<file path="src/rtl/issue_hazard_ctrl.sv">
// ============================================================================
// Module      : issue_hazard_ctrl
// Description : Dual-lane issue/hazard controller between ID and ID/EX with
//               saturating stall and split performance counters.
// Revision    : 1.0 - initial release
// ============================================================================
`default_nettype none

module issue_hazard_ctrl #(
    parameter int CNT_W = 16
) (
    input  logic             reloj,
    input  logic             reset_n,
    input  logic             valid1,
    input  logic             valid2,
    input  logic [4:0]       rs1,
    input  logic [4:0]       rt1,
    input  logic [4:0]       rs2,
    input  logic [4:0]       rt2,
    input  logic             use_rs1,
    input  logic             use_rt1,
    input  logic             use_rs2,
    input  logic             use_rt2,
    input  logic             wr1,
    input  logic [4:0]       wd1,
    input  logic             ld_exe1,
    input  logic             ld_exe2,
    input  logic [4:0]       ld_rt_exe1,
    input  logic [4:0]       ld_rt_exe2,
    input  logic             br_flush,
    input  logic             mem_busy,
    input  logic             clr_cnt,
    output logic             pc_en,
    output logic             bubble1,
    output logic             bubble2,
    output logic             freeze,
    output logic             in_split,
    output logic [CNT_W-1:0] stall_cnt,
    output logic [CNT_W-1:0] split_cnt
);

    typedef enum logic [0:0] {
        ST_RUN   = 1'b0,
        ST_SPLIT = 1'b1
    } state_t;

    state_t           r_state;
    state_t           w_next;
    logic [CNT_W-1:0] r_stall_cnt;
    logic [CNT_W-1:0] r_split_cnt;

    logic w_rs1_hit, w_rt1_hit, w_rs2_hit, w_rt2_hit;
    logic w_lu1, w_lu2, w_dep;
    logic w_pc_en, w_b1, w_b2, w_freeze, w_split_inc;

    // A source register 0 is hardwired to zero and can never hazard.
    assign w_rs1_hit = use_rs1 && (rs1 != 5'd0) &&
                       ((ld_exe1 && (rs1 == ld_rt_exe1)) || (ld_exe2 && (rs1 == ld_rt_exe2)));
    assign w_rt1_hit = use_rt1 && (rt1 != 5'd0) &&
                       ((ld_exe1 && (rt1 == ld_rt_exe1)) || (ld_exe2 && (rt1 == ld_rt_exe2)));
    assign w_rs2_hit = use_rs2 && (rs2 != 5'd0) &&
                       ((ld_exe1 && (rs2 == ld_rt_exe1)) || (ld_exe2 && (rs2 == ld_rt_exe2)));
    assign w_rt2_hit = use_rt2 && (rt2 != 5'd0) &&
                       ((ld_exe1 && (rt2 == ld_rt_exe1)) || (ld_exe2 && (rt2 == ld_rt_exe2)));

    assign w_lu1 = valid1 && (w_rs1_hit || w_rt1_hit);
    assign w_lu2 = valid2 && (w_rs2_hit || w_rt2_hit);
    assign w_dep = valid2 && wr1 && (wd1 != 5'd0) &&
                   ((use_rs2 && (rs2 == wd1)) || (use_rt2 && (rt2 == wd1)));

    always_comb begin
        w_pc_en     = 1'b0;
        w_b1        = 1'b1;
        w_b2        = 1'b1;
        w_freeze    = 1'b0;
        w_next      = r_state;
        w_split_inc = 1'b0;
        if (!reset_n) begin
            w_next = ST_RUN;
        end else if (mem_busy) begin
            w_freeze = 1'b1;
            w_b1     = 1'b0;
            w_b2     = 1'b0;
        end else if (br_flush) begin
            w_pc_en = 1'b1;
            w_next  = ST_RUN;
        end else if (r_state == ST_RUN) begin
            if (w_lu1) begin
                w_next = ST_RUN;
            end else if (w_lu2 || w_dep) begin
                w_b1        = ~valid1;
                w_next      = ST_SPLIT;
                w_split_inc = 1'b1;
            end else begin
                w_b1    = ~valid1;
                w_b2    = ~valid2;
                w_pc_en = 1'b1;
            end
        end else begin
            // Lane 1 of the held bundle already issued; only lane 2 remains.
            if (!w_lu2) begin
                w_b2    = ~valid2;
                w_pc_en = 1'b1;
                w_next  = ST_RUN;
            end
        end
    end

    always_ff @(posedge reloj or negedge reset_n) begin
        if (!reset_n) begin
            r_state     <= ST_RUN;
            r_stall_cnt <= '0;
            r_split_cnt <= '0;
        end else begin
            r_state <= w_next;
            if (clr_cnt) begin
                r_stall_cnt <= '0;
                r_split_cnt <= '0;
            end else begin
                if (!w_pc_en && (r_stall_cnt != {CNT_W{1'b1}}))
                    r_stall_cnt <= r_stall_cnt + CNT_W'(1);
                if (w_split_inc && (r_split_cnt != {CNT_W{1'b1}}))
                    r_split_cnt <= r_split_cnt + CNT_W'(1);
            end
        end
    end

    assign pc_en     = w_pc_en;
    assign bubble1   = w_b1;
    assign bubble2   = w_b2;
    assign freeze    = w_freeze;
    assign in_split  = reset_n && (r_state == ST_SPLIT);
    assign stall_cnt = r_stall_cnt;
    assign split_cnt = r_split_cnt;

endmodule

`default_nettype wire

</file>
<file path="config.mk">
export PLATFORM = sky130hd
export DESIGN_NAME = issue_hazard_ctrl
export DESIGN_NICKNAME = d
export VERILOG_FILES = /design/src/rtl/issue_hazard_ctrl.sv
export SDC_FILE = /design/constraint.sdc
export NUM_CORES = 1
export LEC_CHECK = 0
export BUFFER_PORTS_ARGS = -buffer_cell sky130_fd_sc_hd__buf_2
export CELL_PAD_IN_SITES_DETAIL_PLACEMENT = 1
export CELL_PAD_IN_SITES_GLOBAL_PLACEMENT = 1
export CORE_ASPECT_RATIO = 1.25
export CORE_MARGIN = 2
export CORE_UTILIZATION = 41
export CTS_CLUSTER_SIZE = 30
export DETAILED_ROUTE_END_ITERATION = 7
export PLACE_DENSITY_LB_ADDON = 0.1
export SLEW_MARGIN = 15
export SYNTH_ARGS = -nofsm -noshare
export SYNTH_HDL_FRONTEND = slang
export SYNTH_SLANG_ARGS = --single-unit
</file>
<file path="constraint.sdc">
create_clock -name reloj -period 3.1 [get_ports reloj]
set_input_delay 0.155 -clock reloj [delete_from_list [all_inputs] [get_ports reloj]]
set_output_delay 0.155 -clock reloj [all_outputs]
set_load 0.02 [all_outputs]
</file>
After elaboration in Yosys (flattened, before gate mapping)

Index checks and enable logic that the tools add are counted.

Bits in registers: 33
Bits of input ports: 49
Output and inout port bits: 37
Logic and storage cells: 98

$add $sub $neg: 2
Equal/unequal tests: 13
Multiplexer cells: 36
Bitwise operators: 2
Reductions and logical operators: 42

Operators with widths:

| operator              | count |
|---|---|
| $mux 16               | 4 |
| $eq 5x5->1            | 10 |
| $add 16x1->16 const B | 2 |
| $mux 1                | 32 |
| $ne 16x16->1 const B  | 2 |
| $logic_and 1x1->1     | 26 |
| $reduce_bool 5->1     | 5 |
| $logic_or 1x1->1      | 8 |
| $reduce_bool 2->1     | 2 |
| $ne 2x2->1 const B    | 1 |
| $not 1->1             | 2 |
| $logic_not 1->1       | 1 |

Depth between registers and ports, before layout

Word-level depth: 17
Depth in mapped cells: 10
Gate-level depth less buffers: 9

Worst setup path after synthesis

OpenSTA, ideal clock, no wires.

Kind: reg2reg
From: register r_stall_cnt[0] (netlist: stall_cnt[0])
To: register r_stall_cnt[6] (netlist: stall_cnt[6])
Setup time: 0.079 ns
Arrival: 2.214 ns
Required time: 3.021 ns
Slack: 0.808 ns
Cell stages (with the launch flop): 10
Path buffers: 0
Clock period less this slack: 2.292 ns
Cells stage by stage: dfrtp_1 -> ha_1 -> nand4_1 -> nor2_1 -> and3_1 -> nand2_1 -> nor2_1 -> a21oi_2 -> a21o_1 -> a21oi_1

Cells in the longest elaborated chain, start to end: 3
Elaborated cells on any way between the ends: 6
Those cells by class: add/sub: 1; eq/ne: 1; mux: 2; reduce/logical: 2

Ends and longest elaborated chain:

| item                                          | RTL line | source |
|---|---|---|
| from (decl)                                   | 49       | `logic [CNT_W-1:0] r_stall_cnt;` |
| from (signal assigned)                        | 121      | `r_stall_cnt <= r_stall_cnt + CNT_W'(1);` |
| $add 16x1->16 or $ne 16x16->1 (tied branches) | 121, 120 |  |
| $mux 16 or $logic_and 1x1->1 (tied branches)  | 120      | `if (!w_pc_en && (r_stall_cnt != {CNT_W{1'b1}}))` |
| $mux 16 or $reduce_bool 2->1 (tied branches)  | --       |  |

Several ways; a longest one is shown, not always the timed one. The select of a mux whose other input is x is not followed.
A chain may end at the register's enable or synchronous reset.

Worst setup path after layout

From: input rt2[1]
To: output pc_en

Cells in the longest elaborated chain, start to end: 13
Elaborated cells on any way between the ends: 22
Those cells by class: eq/ne: 3; mux: 7; reduce/logical: 12

Ends and longest elaborated chain:

| item              | RTL line | source |
|---|---|---|
| from (decl)       | 19       | `input logic [4:0] rt2,` |
| $eq 5x5->1        | 64       | `((ld_exe1 && (rt2 == ld_rt_exe1)) \|\| (ld_exe2 && (rt2 == ld_rt_exe2)));` |
| $logic_and 1x1->1 | 64       |  |
| $logic_or 1x1->1  | 64       |  |
| $logic_and 1x1->1 | 63       | `assign w_rt2_hit = use_rt2 && (rt2 != 5'd0) &&` |
| $logic_or 1x1->1  | 67       | `assign w_lu2 = valid2 && (w_rs2_hit \|\| w_rt2_hit);` |
| $logic_and 1x1->1 | 67       |  |
| $logic_or 1x1->1  | 90       | `end else if (w_lu2 \|\| w_dep) begin` |
| $mux 1            | 90       |  |
| $mux 1            | 88       | `if (w_lu1) begin` |
| $mux 1 *          | 87       | `end else if (r_state == ST_RUN) begin` |
| $mux 1 *          | 84       | `end else if (br_flush) begin` |
| $mux 1 *          | 80       | `end else if (mem_busy) begin` |
| $mux 1 *          | 78       | `if (!reset_n) begin` |
| to (decl)         | 33       | `output logic pc_en,` |

Mark *: on every way between the ends. The rest lies on a longest branch, timed or not.

==> results.sh <==
export IMPL_placed_cell_area_um2=3200
export IMPL_start_util_pct=41.7
export IMPL_areaGrowthSynthToFinish_pct=23.5
export IMPL_ant_nets=0
export IMPL_io_buffers=85
export IMPL_n_antenna_cell=0
export IMPL_clock_fmax_ghz=0.383
export IMPL_die_y_um=94.5
export IMPL_path_class="input port to primary output"
export IMPL_multiInputGateArea_um2=1760
export IMPL_drt_total_wl_mm=8.09
export IMPL_power_density_nw_per_um2=323
export IMPL_fin_ws_ns=0.487
export IMPL_slew_headroom_pct=28.6
export IMPL_cap_viol_max_count=0
export IMPL_grt_max_degree=38
export IMPL_ys_seq_elements=33
export IMPL_critPathLaunchType="input port"
export IMPL_vdd_drop_max_uv=159
export IMPL_yosysUniqueCellTypes=50
export IMPL_end_kind="primary output"
export IMPL_place_ws_ns=0.253
export IMPL_final_nets=447
export IMPL_grt_pass1_wl_mm=13.3
export IMPL_dp_hpwl_mm=6.34
export IMPL_die_w_um=76.4
export IMPL_synth_top_cell_by_area="dfrtp_1"
export IMPL_tritoncts="done"
export IMPL_dr_pass1_iters=4
export IMPL_cts_path_max_buffers=2
export IMPL_drive_above_1_share_pct=29.5
export IMPL_synth_edf_count=0
export IMPL_crit_chain="buf_2, or4_1, o21ai_1, a211oi_1, nor3_2, and2_1, buf_2"
export IMPL_cp_depth=7
export IMPL_rsz0062_at_grt="no"
export IMPL_cts_made_buffers=5
export IMPL_synth_flop_cell="dfrtp_1"
export IMPL_worstPathArrival_ns=2.46
export IMPL_status="finished, final reports clean"
export IMPL_hold_viol_final=0
export IMPL_finalSetupViolCount=0
export IMPL_yosysWarnings=0
export IMPL_startpoint="rt2[1]"
export IMPL_syn_inst=308
export IMPL_fin_tns_setup_ns=0
export IMPL_ff2ff_setup_slack_ns=0.72
export IMPL_slew_viol_final=0
export IMPL_root_buffer="clkbuf_8"
export IMPL_critical_path_most_common_cell="buf_2"
export IMPL_yosys_area_top_type_share_pct=30.7
export IMPL_clkSinkCount=33
export IMPL_fill_cells=850
export IMPL_reg2reg_to="split_cnt[10]"
export IMPL_async_reset_ff_share_pct=100
export IMPL_path_buf_inv=2
export IMPL_drt_first_iter_violations=145
export IMPL_die_area_um2=7230
export IMPL_gr_total_overflow=0
export IMPL_grtUsageMet1_pct=24.5
export IMPL_postSynthAreaPerCell_um2=8.73
export IMPL_max_stage_delay_ns=0.88
export IMPL_cp_slowest_cell="nor3_2"
export IMPL_rows=33
export IMPL_syn_nets=359
export IMPL_worstMarginPinSlew_ns=1.06
export IMPL_layout_common_cells="buf_2 (85), xor2_1 (43), dfrtp_1 (33)"
export IMPL_worstHoldPathType="input port to flip-flop"
export IMPL_insertion_delay_ns=0.28
export IMPL_wl_per_cell_um=16.7
export IMPL_mappedNetlistArea_um2=2690
export IMPL_layout_cells_most_common="buf_2"
export IMPL_crit_fanout=13
export IMPL_drc=0
export IMPL_hold_depth=3
export IMPL_synth_area_top_cells="dfrtp_1 (31%), xor2_1 (14%), xnor2_1 (7.2%), nand3_1 (4.5%), nor2_1 (4.3%)"
export IMPL_grt_usage_pct=22.6
export IMPL_fin_area_um2=3320
export IMPL_crit_family="simple AND/OR/NAND/NOR gates"
export IMPL_worstSetupEndpoint="pc_en"
export IMPL_period_share_pct=84.3
export IMPL_fin_hold_ws_ns=0.239
export IMPL_design_core_area_um2=6440
export IMPL_grt_antenna_before_repair=0
export IMPL_globalplace_congestion=0.830
export IMPL_clock_skew_ns=0.00253
export IMPL_num_vias=2677
export IMPL_min_period_ns=2.61
export IMPL_seq_area_um2=826
export IMPL_required_ns=2.94
export IMPL_yosysSeqAreaShare_pct=30.7
export IMPL_leakage_uw=0.00144
export IMPL_gr_usage_met2_pct=45.6
export IMPL_top_usage_layer="met2"
export IMPL_cts_htree_levels=2
export IMPL_use_met3_pct=3.25
export IMPL_worstReg2RegStart="split_cnt[7]"
export IMPL_clk_pin_slew_worst_paths_ns=0.07
export IMPL_vias_per_cell=5.53
export IMPL_reg2reg_depth=9
export IMPL_grt_pass1_vias=2768
export IMPL_ios=86
cells by family after synthesis:
family | after synthesis | share of synthesized area (%)
buffers and inverters | 22 | 3.96
muxes | 4 | 1.63
AOI/OAI and AO/OA | 57 | 16.8
xor gates and xnor gates | 65 | 21.2
DFF | 33 | 30.7
and+or+nand+nor | 125 | 24.8
adders and majority gates | 2 | 0.931
power breakdown:
part / switching, uW / total (uW) / internal, uW
Clock: 165 / 428 / 262
Sequential: 5.68 / 440 / 435
Combinational: 124 / 204 / 79.8
metrics by stage:
step	total power, uW	util, %	instances
after floorplan	554	-	308
after global placement	647	49.6	475
after detailed placement	653	49.6	475
after CTS	1080	51.6	484
after global routing	1110	51.6	484
final	1070	51.6	484
metal layers:
| metal | wire length (um) | up-vias |
|---|---|---|
| met3 | 289 | 8 |
| met4 | 101 | 0 |
| li1 | - | 1271 |
| met2 | 4450 | 73 |
| met1 | 3250 | 1325 |
| met5 | 0 | - |
Yosys cell counts (2+ instances only):
master and number:
xor2_1 43, dfrtp_1 33, nor2_1 31, nand3_1 24, xnor2_1 22, nand2_1 16, a21oi_1 15, inv_1 13
nor4_1 12, o21ai_1 9, a211oi_2 8, or4_1 8, or3_1 7, and2_1 4, and3_1 4, o21ai_0 4
a21o_1 3, clkbuf_1 3, nand4_1 3, nor2b_1 3, nor3_1 3, o31ai_1 3, a2111oi_2 2, a211oi_1 2
a21oi_2 2, a32oi_1 2, buf_2 2, buf_4 2, ha_1 2, mux2_1 2, nor4_2 2
cell type report:
cell class              count  area share, %
well taps                  87           3.28
multi-input cells         253           52.9
inverters                  13           1.47
repair buffers             90           14.0
clock buffers               7           2.60
flip-flops and latches     33           24.9
clock inverters             1          0.904
worst reg2reg max path, delay by kind of cell, from the launching register on:
kind            cells  cell delay [ns]
mux                 1             0.35
compound gates      1             0.17
flops               1             0.43
buf+inv             1             0.22
simple gates        6             1.10
flip-flops by register name, summed over array words and instances (netlist names):
signal,cells
split_cnt,16
stall_cnt,16
r_state,1
what timing repair did:
item                                    4_1_cts  5_1_grt
setup buffers                                 0        0
endpoints found under the setup margin        0        0
endpoints found under the hold margin        33        0
hold buffers                                  1        0
resized for setup                             0        0
worst min path at each step:
stage | endpoint | slack [ns] | start
final | r_state | 0.24 | mem_busy
after global routing | r_state | 0.27 | mem_busy
after CTS | r_state | 0.24 | mem_busy
after detailed placement | stall_cnt[7] | 0.27 | reset_n
after global placement | stall_cnt[9] | 0.28 | reset_n
after floorplan | r_state | -0.14 | reset_n
(Power assumes the default switching activity.)
